File: src/rtl/seg7_scan_driver.sv
// Time-multiplexed driver for an 8-digit common-anode seven-segment display.
// Each slot opens with an all-anodes-off blanking window; code and dp are latched at slot start.
module seg7_scan_driver #(
  parameter int unsigned SCAN_DIV     = 100000,
  parameter int unsigned BLANK_CYCLES = 200
) (
  input  logic       sysclk,
  input  logic       sysreset,
  input  logic [4:0] dig7_i,
  input  logic [4:0] dig6_i,
  input  logic [4:0] dig5_i,
  input  logic [4:0] dig4_i,
  input  logic [4:0] dig3_i,
  input  logic [4:0] dig2_i,
  input  logic [4:0] dig1_i,
  input  logic [4:0] dig0_i,
  input  logic [7:0] dp_i,
  input  logic [7:0] digit_en_i,
  output logic [7:0] an_n_o,
  output logic [6:0] seg_n_o,
  output logic       dp_n_o
);

  localparam int unsigned     CntW     = $clog2(SCAN_DIV);
  localparam logic [CntW-1:0] CntMax   = CntW'(SCAN_DIV - 1);
  localparam logic [CntW-1:0] CntBlank = CntW'(BLANK_CYCLES);

  logic [CntW-1:0] cnt_q, cnt_d;
  logic [2:0]      idx_q, idx_d;
  logic [7:0]      an_n_q, an_n_d;
  logic [6:0]      seg_n_q, seg_n_d;
  logic            dp_n_q, dp_n_d;
  logic [4:0]      code;
  logic [6:0]      lit;

  always_comb begin
    code = 5'h1F;
    case (idx_q)
      3'd0: code = dig0_i;
      3'd1: code = dig1_i;
      3'd2: code = dig2_i;
      3'd3: code = dig3_i;
      3'd4: code = dig4_i;
      3'd5: code = dig5_i;
      3'd6: code = dig6_i;
      3'd7: code = dig7_i;
      default: code = 5'h1F;
    endcase
  end

  // lit is active-high {g,f,e,d,c,b,a}
  always_comb begin
    lit = 7'h00;
    case (code)
      5'h00: lit = 7'h3F;
      5'h01: lit = 7'h06;
      5'h02: lit = 7'h5B;
      5'h03: lit = 7'h4F;
      5'h04: lit = 7'h66;
      5'h05: lit = 7'h6D;
      5'h06: lit = 7'h7D;
      5'h07: lit = 7'h07;
      5'h08: lit = 7'h7F;
      5'h09: lit = 7'h6F;
      5'h0A: lit = 7'h77;
      5'h0B: lit = 7'h7C;
      5'h0C: lit = 7'h39;
      5'h0D: lit = 7'h5E;
      5'h0E: lit = 7'h79;
      5'h0F: lit = 7'h71;
      5'h10: lit = 7'h40;
      5'h11: lit = 7'h38;
      5'h12: lit = 7'h76;
      5'h13: lit = 7'h50;
      5'h14: lit = 7'h5C;
      5'h15: lit = 7'h1C;
      5'h16: lit = 7'h54;
      5'h17: lit = 7'h73;
      5'h18: lit = 7'h01;
      5'h19: lit = 7'h02;
      5'h1A: lit = 7'h04;
      5'h1B: lit = 7'h08;
      5'h1C: lit = 7'h10;
      5'h1D: lit = 7'h20;
      5'h1E: lit = 7'h40;
      default: lit = 7'h00;
    endcase
  end

  always_comb begin
    cnt_d   = (cnt_q == CntMax) ? '0 : cnt_q + CntW'(1);
    idx_d   = (cnt_q == CntMax) ? idx_q + 3'd1 : idx_q;
    seg_n_d = seg_n_q;
    dp_n_d  = dp_n_q;
    if (cnt_q == '0) begin
      seg_n_d = ~lit;
      dp_n_d  = ~dp_i[idx_q];
    end
    // Anode follows the next count so it drops in step with the blanking boundary.
    an_n_d = 8'hFF;
    if (cnt_d >= CntBlank) begin
      an_n_d[idx_d] = ~digit_en_i[idx_d];
    end
  end

  always_ff @(posedge sysclk or posedge sysreset) begin
    if (sysreset) begin
      cnt_q   <= '0;
      idx_q   <= 3'd0;
      an_n_q  <= 8'hFF;
      seg_n_q <= 7'h7F;
      dp_n_q  <= 1'b1;
    end else begin
      cnt_q   <= cnt_d;
      idx_q   <= idx_d;
      an_n_q  <= an_n_d;
      seg_n_q <= seg_n_d;
      dp_n_q  <= dp_n_d;
    end
  end

  assign an_n_o  = an_n_q;
  assign seg_n_o = seg_n_q;
  assign dp_n_o  = dp_n_q;

endmodule

File: config.mk
export PLATFORM = sky130hd
export DESIGN_NAME = seg7_scan_driver
export DESIGN_NICKNAME = d
export VERILOG_FILES = /design/src/rtl/seg7_scan_driver.sv
export SDC_FILE = /design/constraint.sdc
export NUM_CORES = 1
export LEC_CHECK = 0
export ABC_AREA = 0
export BUFFER_PORTS_ARGS = -buffer_cell sky130_fd_sc_hd__clkbuf_2
export CAP_MARGIN = 10
export CORE_AREA = 3 3 82 103
export CTS_CLUSTER_DIAMETER = 40
export DETAILED_ROUTE_END_ITERATION = 7
export DIE_AREA = 0 0 85 106
export PLACE_DENSITY = 0.59
export SYNTH_ARGS = -nofsm -noshare
export SYNTH_HDL_FRONTEND = slang
export SYNTH_SLANG_ARGS = --single-unit
File: constraint.sdc
create_clock -name sysclk -period 4.1 [get_ports sysclk]
set_clock_uncertainty 0.1 [all_clocks]
set_input_delay 0.41 -clock sysclk [delete_from_list [all_inputs] [get_ports sysclk]]
set_output_delay 0.41 -clock sysclk [all_outputs]
set_load 0.01 [all_outputs]
==> results.tsv, run 1 <==
stage	metric	value	unit
power	maximum vdd drop	0.000165	V
cells_and_area	share of layout cells above drive strength 1	30.2	%
die	die height	106	µm
worst_setup_path	startpoint types	register	
power	Power Total	750	µW
global_route	initial antenna violation count	0	
worst_setup_path	CP endpoint kind	register	
timing	Setup Viol. Count Final	0	
die	Die X	85	µm
worst_setup_path	Critical path origin	idx_q[0]$_DFF_PP0_	
global_route	vias in the first global route	2813	
cells_and_area	Area growth syn-to-layout	17.3	%
global_route	overflow left after global routing	0	
worst_setup_path	critical path class	register to register	
die	num rows	35	
drt	ANT nets after route	0	
synthesis	Mapped Area	2980	µm²
clocking	Worst-path clk slew	0.09	ns
power	pwr dens	215	nW/µm²
clocking	CTS tree	built	
timing	max-slew violations	0	
clocking	root buffer cell	clkbuf_8	
worst_setup_path	Max FO, Critical Path	12	
drt	via count of the routed design	2822	
synthesis	ys async rst share	100	%
place	IO Port Bufs	73	
synthesis	register area share after synthesis	30.9	%
timing	Fin. Hold Viols	0	
global_route	GRT Total Usage	17.9	%
place	RePlAce Congestion	0.884	
synthesis	Avg Inst Size Synth	8.94	µm²
cells_and_area	final instance area	3490	µm²
worst_setup_path	worst flop-to-flop path startpoint	idx_q[0]$_DFF_PP0_	
place	DPL Wire Length	6.22	mm
place	placed cell area	3400	µm²
global_route	global-route wire length before repair	13.3	mm
synthesis	Synth Register Bits	36	
clocking	Post-CTS Setup Bufs	0	
outcome	outcome	finished, final reports clean	
drt	Final Routed Wirelength	7.95	mm
drt	initial drt markers	193	
worst_setup_path	worst setup path end	seg_n_o[1]$_DFFE_PP1N_	
clocking	Post-CTS Hold Buffers	0	
worst_setup_path	crit path DAT	3.52	ns
timing	post-layout minimum cycle time	3.39	ns
cells_and_area	ANT cells	0	
drt	Via density	5.77	
die	Core ar.	7490	µm²
clocking	Num Clock Sinks	36	
synthesis	top cell type by total area after synthesis	dfrtp_1	
cells_and_area	Layout Cells excl Fill	489	
worst_setup_path	crit-path max cell delay	0.60	ns
drt	drt pass-1 iters	5	
timing	normalized max-slew margin	50.4	%
timing	FMAX	295	MHz
worst_setup_path	reg-to-reg setup timing slack	0.71	ns
die	num ports	74	
synthesis	largest cells by area after synthesis	dfrtp_1 17%, dfstp_2 14%, ha_1 6.7%	
hold_path	Min-Delay Path Class	input pin to async pin	
drt	routed len/inst	16.3	µm
worst_setup_path	crit path cell chain	inv_1 -> ha_1 -> and2_1 -> a221oi_1 -> o2bb2ai_1 -> inv_1 -> ha_1 -> o32ai_1 -> a311oi_1 -> nor3_1 -> a21oi_1	
synthesis	Mapped Nets	407	
clocking	CTS resizes	0	
clocking	H-tree levels	2	
cells_and_area	final net count	470	
timing	unrepaired setup endpoints after global routing	false	
die	Initial Util	39.8	%
die	Die ar.	9010	µm²
drt	drc violations	0	
worst_setup_path	slowest stage cell on the critical path	dfrtp_1	
synthesis	Ys Warns	0	
clocking	clock insertion delay at the later pin of the skew report	0.29	ns
worst_setup_path	CP required	4.23	ns
synthesis	EDFF count, synth	0	
timing	Final TNS setup	0	ns
synthesis	post-synth cell types	62	
synthesis	Mapped Cells	333	
timing	pin slew with the least headroom to its limit	0.737	ns
power	Lkg Pwr	1.55	nW
global_route	largest net degree at the start of global routing	37	
timing	Final period util	82.7	%
worst_setup_path	reg2reg path depth	11	
run	Max-Cap Viols	0	
synthesis	Yosys top cell area share	16.8	%
place	Placed Instances	481	
clocking	total CTS buffers	5	
worst_setup_path	RR Endpoint	seg_n_o[1]$_DFFE_PP1N_	
clocking	CTS max path bufs	2	
synthesis	ys flop type	dfrtp_1	
==> critical path, delay by kind of cell, from the launching register on <==
kind                     cells  cell delay (ns)
AND/OR/NAND/NOR              2             0.35
buffers and inverters        2             0.43
AO/OA/AOI/OAI                5             1.25
flip-flops                   1             0.60
adder cells (fa/ha/maj)      2             0.59
==> sequential cells by signal, indices dropped and copies added, names as in the netlist <==
name     count
cnt_q       17
an_n_o       8
seg_n_o      7
idx_q        3
dp_n_o       1
==> Yosys cell counts (7+ instances only) <==
| cell | instances |
|---|---|
| a21oi_1 | 11 |
| a221oi_1 | 7 |
| and2_1 | 7 |
| buf_2 | 7 |
| clkbuf_1 | 14 |
| dfrtp_1 | 20 |
| dfstp_2 | 16 |
| ha_1 | 16 |
| inv_1 | 16 |
| mux2_2 | 8 |
| mux2i_1 | 16 |
| nand2_1 | 23 |
| nand3_1 | 19 |
| nand4_1 | 8 |
| nor2_1 | 26 |
| nor3_1 | 11 |
| xnor2_1 | 15 |
==> through the flow <==
| step | setup slack [ns] | utilization, % | hold slack (ns) |
|---|---|---|---|
| floorplan | 1.05 | - | 0.368 |
| global placement | 0.791 | 45.4 | 0.359 |
| finish | 0.711 | 46.7 | 0.0902 |
| detailed placement | 0.752 | 45.4 | 0.369 |
| global route | 0.380 | 46.7 | 0.136 |
| CTS | 0.750 | 46.7 | 0.0962 |
==> worst min path at each step <==
| stage | start | endpoint | slack [ns] | depth (start not counted) |
|---|---|---|---|---|
| after detailed placement | seg_n_o[5]$_DFFE_PP1N_ | seg_n_o[5]$_DFFE_PP1N_ | 0.37 | 2 |
| final | sysreset | cnt_q[0]$_DFF_PP0_ | 0.09 | 3 |
| after global routing | sysreset | cnt_q[14]$_DFF_PP0_ | 0.14 | 3 |
| after floorplan | cnt_q[0]$_DFF_PP0_ | cnt_q[0]$_DFF_PP0_ | 0.37 | 1 |
| after CTS | sysreset | cnt_q[12]$_DFF_PP0_ | 0.1 | 3 |
| after global placement | seg_n_o[5]$_DFFE_PP1N_ | seg_n_o[5]$_DFFE_PP1N_ | 0.36 | 2 |
==> final cells by class <==
class                   instances  area (µm²)
flip-flops and latches         36         921
repair buffers                 79         410
fillers                       728        4000
clock inverters                 3        23.8
inverters                      16        60.1
clock buffers                   5        68.8
multi-input cells             258        1890
well taps                      92         115
==> cell families (layout without fill, tap and decap cells) <==
kind of cell	count (synthesis)	count (layout)	synth area share [%]
fa+ha+maj	16	16	6.72
compound gates	71	71	17.6
flops	36	36	30.9
mux	28	28	11.6
simple gates	123	123	21.9
xor+xnor	20	20	5.88
buf+inv	39	103	5.46
==> layout by cell type (no fill, tap or decap), drive strengths merged, types with 2 or more instances in the layout <==
cell type,Yosys,final
a211oi,5,5
a21oi,11,11
a221oi,7,7
a22o,4,4
a22oi,3,3
a311oi,4,4
a31oi,4,4
and2,8,8
and3,3,3
and4,2,2
buf,9,6
clkbuf,14,78
clkinvlp,0,2
dfrtp,20,20
dfstp,16,16
ha,16,16
inv,16,16
mux2,8,8
mux2i,16,16
mux4,4,4
nand2,23,23
nand2b,4,4
nand3,19,19
nand3b,3,3
nand4,8,8
nor2,26,26
nor3,12,12
nor4,5,5
o2111ai,2,2
o211ai,4,4
o21ai,6,6
o22ai,2,2
o2bb2ai,2,2
o31ai,4,4
or3,4,4
or4,2,2
xnor2,15,15
xor2,5,5
==> metal layers <==
| metal | track usage [%] | vias to the layer above | share of wire [%] |
|---|---|---|---|
| met5 | 0 | - | 0 |
| met4 | 5.54 | 0 | 2.4 |
| met3 | 3.41 | 20 | 5.4 |
| met2 | 31.9 | 102 | 50 |
| met1 | 21.4 | 1334 | 43 |
| li1 | - | 1366 | - |
==> power breakdown <==
part | leakage (nW) | internal (mW) | switching [mW]
sequential | 0.433 | 0.368 | 0.00422
combinational | 1.08 | 0.0533 | 0.0602
clock | 0.0404 | 0.120 | 0.143
(Power assumes the default switching activity.)
==> inputs of run 2 (changes only) <==
--- a/config.mk
+++ b/config.mk
@@ -12,7 +12,7 @@
 export CTS_CLUSTER_DIAMETER = 40
 export DETAILED_ROUTE_END_ITERATION = 7
 export DIE_AREA = 0 0 85 106
-export PLACE_DENSITY = 0.59
+export PLACE_DENSITY = 0.62
 export SYNTH_ARGS = -nofsm -noshare
 export SYNTH_HDL_FRONTEND = slang
 export SYNTH_SLANG_ARGS = --single-unit
==> constraint.sdc (replaced) <==
create_clock -name sysclk -period 3.1 [get_ports sysclk]
set_clock_uncertainty 0.1 [all_clocks]
set_input_delay 0.31 -clock sysclk [delete_from_list [all_inputs] [get_ports sysclk]]
set_output_delay 0.31 -clock sysclk [all_outputs]
set_load 0.01 [all_outputs]
==> run 2 against run 1 <==
The run now ends with hold timing left. Register-to-register slack worse by 0.48 ns. Combinational power grew 32%. Power increased by 46%. Cell count up 2.2%. Hold slack worse by 0.098 ns. Sequential share of layout area fell by 0.87 points. Flip-flop and latch count did not move. Critical path depth shrank 5. Core utilization increased by 1.7 points. Largest cell class unchanged. First-iteration DRC count fell by 47%. Non-clock buffer count is 11 higher. Final area is 3.5% higher.
==> results.tsv, run 2 (synthesis results as in run 1) <==
stage	metric	value	unit
outcome	outcome	complete, but fails checks	
outcome	violated checks	hold timing	
die	Core ar.	7490	µm²
die	Die ar.	9010	µm²
timing	Final TNS setup	0	ns
cells_and_area	commonest non-fill, non-tap cell in the layout	clkbuf_2	
clocking	clock insertion delay at the later pin of the skew report	0.29	ns
timing	Fin. Hold Viols	3	
power	Lkg Pwr	1.63	nW
worst_setup_path	critical path class	register to register	
power	maximum vdd drop	0.000265	V
cells_and_area	multi-input logic area	1900	µm²
cells_and_area	ANT cells	0	
drt	drc violations	0	
power	sw frac	23.2	%
cells_and_area	number of flip-flops under the largest register name	17	
hold_path	Min-Delay Path Class	input pin to async pin	
place	IO Port Bufs	73	
timing	Setup Viol. Count Final	0	
timing	worst hold slack	-0.00778	ns
clocking	total CTS buffers	5	
power	Seq pwr share	45.0	%
timing	post-layout minimum cycle time	2.87	ns
power	Comb pwr share	13.8	%
worst_setup_path	CP endpoint kind	register	
die	num rows	35	
drt	via count of the routed design	2827	
clocking	Post-CTS Hold Buffers	0	
die	num ports	74	
global_route	GRT Total Usage	17.4	%
global_route	vias in the first global route	2780	
worst_setup_path	crit path DAT	2.95	ns
global_route	largest net degree at the start of global routing	37	
timing	unrepaired setup endpoints after global routing	false	
die	die height	106	µm
power	net switching power	254	µW
global_route	overflow left after global routing	0	
run	Max-Cap Viols	0	
worst_setup_path	Max FO, Critical Path	6	
cells_and_area	Area growth syn-to-layout	21.5	%
drt	Via density	5.65	
cells_and_area	Fill cells	713	
clocking	CTS tree	built	
cells_and_area	most frequent cells in the layout	73 x clkbuf_2, 26 x nor2_1, 23 x nand2_1	
cells_and_area	FF/Latch Area	922	µm²
timing	pin slew with the least headroom to its limit	0.709	ns
global_route	global-route wire length before repair	12.9	mm
timing	Final period util	92.6	%
power	pwr dens	303	nW/µm²
timing	FMAX	348	MHz
cells_and_area	final net count	481	
clocking	H-tree levels	2	
clocking	CTS max path bufs	2	
timing	max-slew violations	0	
drt	ANT nets after route	0	
cells_and_area	Top reg by flops	cnt_q	
timing	Setup WS post-layout	0.228	ns
clocking	CTS resizes	0	
power	Clock Power Share	41.3	%
worst_setup_path	CP required	3.18	ns
place	DPL Wire Length	6.16	mm
drt	drt pass-1 iters	4	
clocking	root buffer cell	clkbuf_8	
power	internal power	843	µW
die	Die X	85	µm
cells_and_area	share of layout cells above drive strength 1	32.6	%
place	RePlAce Congestion	0.903	
global_route	initial antenna violation count	0	
worst_setup_path	startpoint types	register	
power	Power Total	1.10	mW
place	worst slack, placed	0.228	ns
timing	normalized max-slew margin	52.3	%
clocking	Num Clock Sinks	36	
clocking	Post-CTS Setup Bufs	0	
clocking	Worst-path clk slew	0.08	ns
die	Initial Util	39.8	%
drt	Final Routed Wirelength	7.76	mm
drt	initial drt markers	102	
drt	routed len/inst	15.5	µm
[run 2: cell count changes in the layout (fill, tap and decap cells not counted), sizes merged]
cell / delta
buf: +11
clkbuf: +2
clkinvlp: -2
bufinv: +1
clkinv: -1
[run 2: layout make-up]
cell class	instances	share of cell area, %
Sequential cell	36	25.5
Inverter	16	1.66
Clock inverter	1	0.830
Timing Repair Buffer	90	13.6
Tap cell	92	3.18
Multi-Input combinational cell	258	52.5
Clock buffer	7	2.66
[run 2: worst paths after layout]
kind                            slack, ns                      to                    from  depth (start not counted)
worst max-delay path                 0.23     an_n_o[1]$_DFF_PP1_     cnt_q[12]$_DFF_PP0_                          6
worst min-delay path               -0.008      cnt_q[2]$_DFF_PP0_                sysreset                          3
worst min register to register       0.37  seg_n_o[1]$_DFFE_PP1N_  seg_n_o[1]$_DFFE_PP1N_                          2
min in group sysclk                  0.37  seg_n_o[1]$_DFFE_PP1N_  seg_n_o[1]$_DFFE_PP1N_                          2
max in group asynchronous            2.54      dp_n_o$_DFFE_PP1N_                sysreset                          3
worst max register to register       0.23     an_n_o[1]$_DFF_PP1_     cnt_q[12]$_DFF_PP0_                          6
[run 2: metal layers]
metal  up-vias  global-route usage [%]  share of wire (%)
met3        14                    2.48                5.3
met4         0                    6.56                2.1
met1      1340                    20.2                 41
li1       1385                       -                  -
met2        88                    31.6                 52
met5         -                       0                  0
[run 2: stage by stage]
| step | util (%) | area, µm² | cells | hold slack (ns) |
|---|---|---|---|---|
| 2_1_floorplan | - | 2980 | 333 | 0.365 |
| 3_5_place_dp | 46.5 | 3480 | 492 | 0.330 |
| 5_1_grt | 48.3 | 3620 | 500 | 0.0440 |
| 4_1_cts | 48.2 | 3610 | 500 | 0.0113 |
| 3_3_place_gp | 46.5 | 3480 | 492 | 0.326 |
| 6_report | 48.3 | 3620 | 500 | -0.00778 |
[run 2: worst max-delay path: stages, from the launching register on]
cell and delay (ns):
dfrtp_1 0.43, or4_4 0.54, or2_4 0.29, nor4_4 0.41
mux4_1 0.63, nor2_1 0.23, nand3_1 0.13
[run 2: power by group through the flow]
stage | clock network (mW) | registers (mW) | logic [mW]
after floorplan | 0 | 0.506 | 0.0746
after global placement | 0 | 0.502 | 0.150
after detailed placement | 0 | 0.502 | 0.151
after CTS | 0.469 | 0.494 | 0.152
after global routing | 0.489 | 0.495 | 0.168
final | 0.453 | 0.494 | 0.151
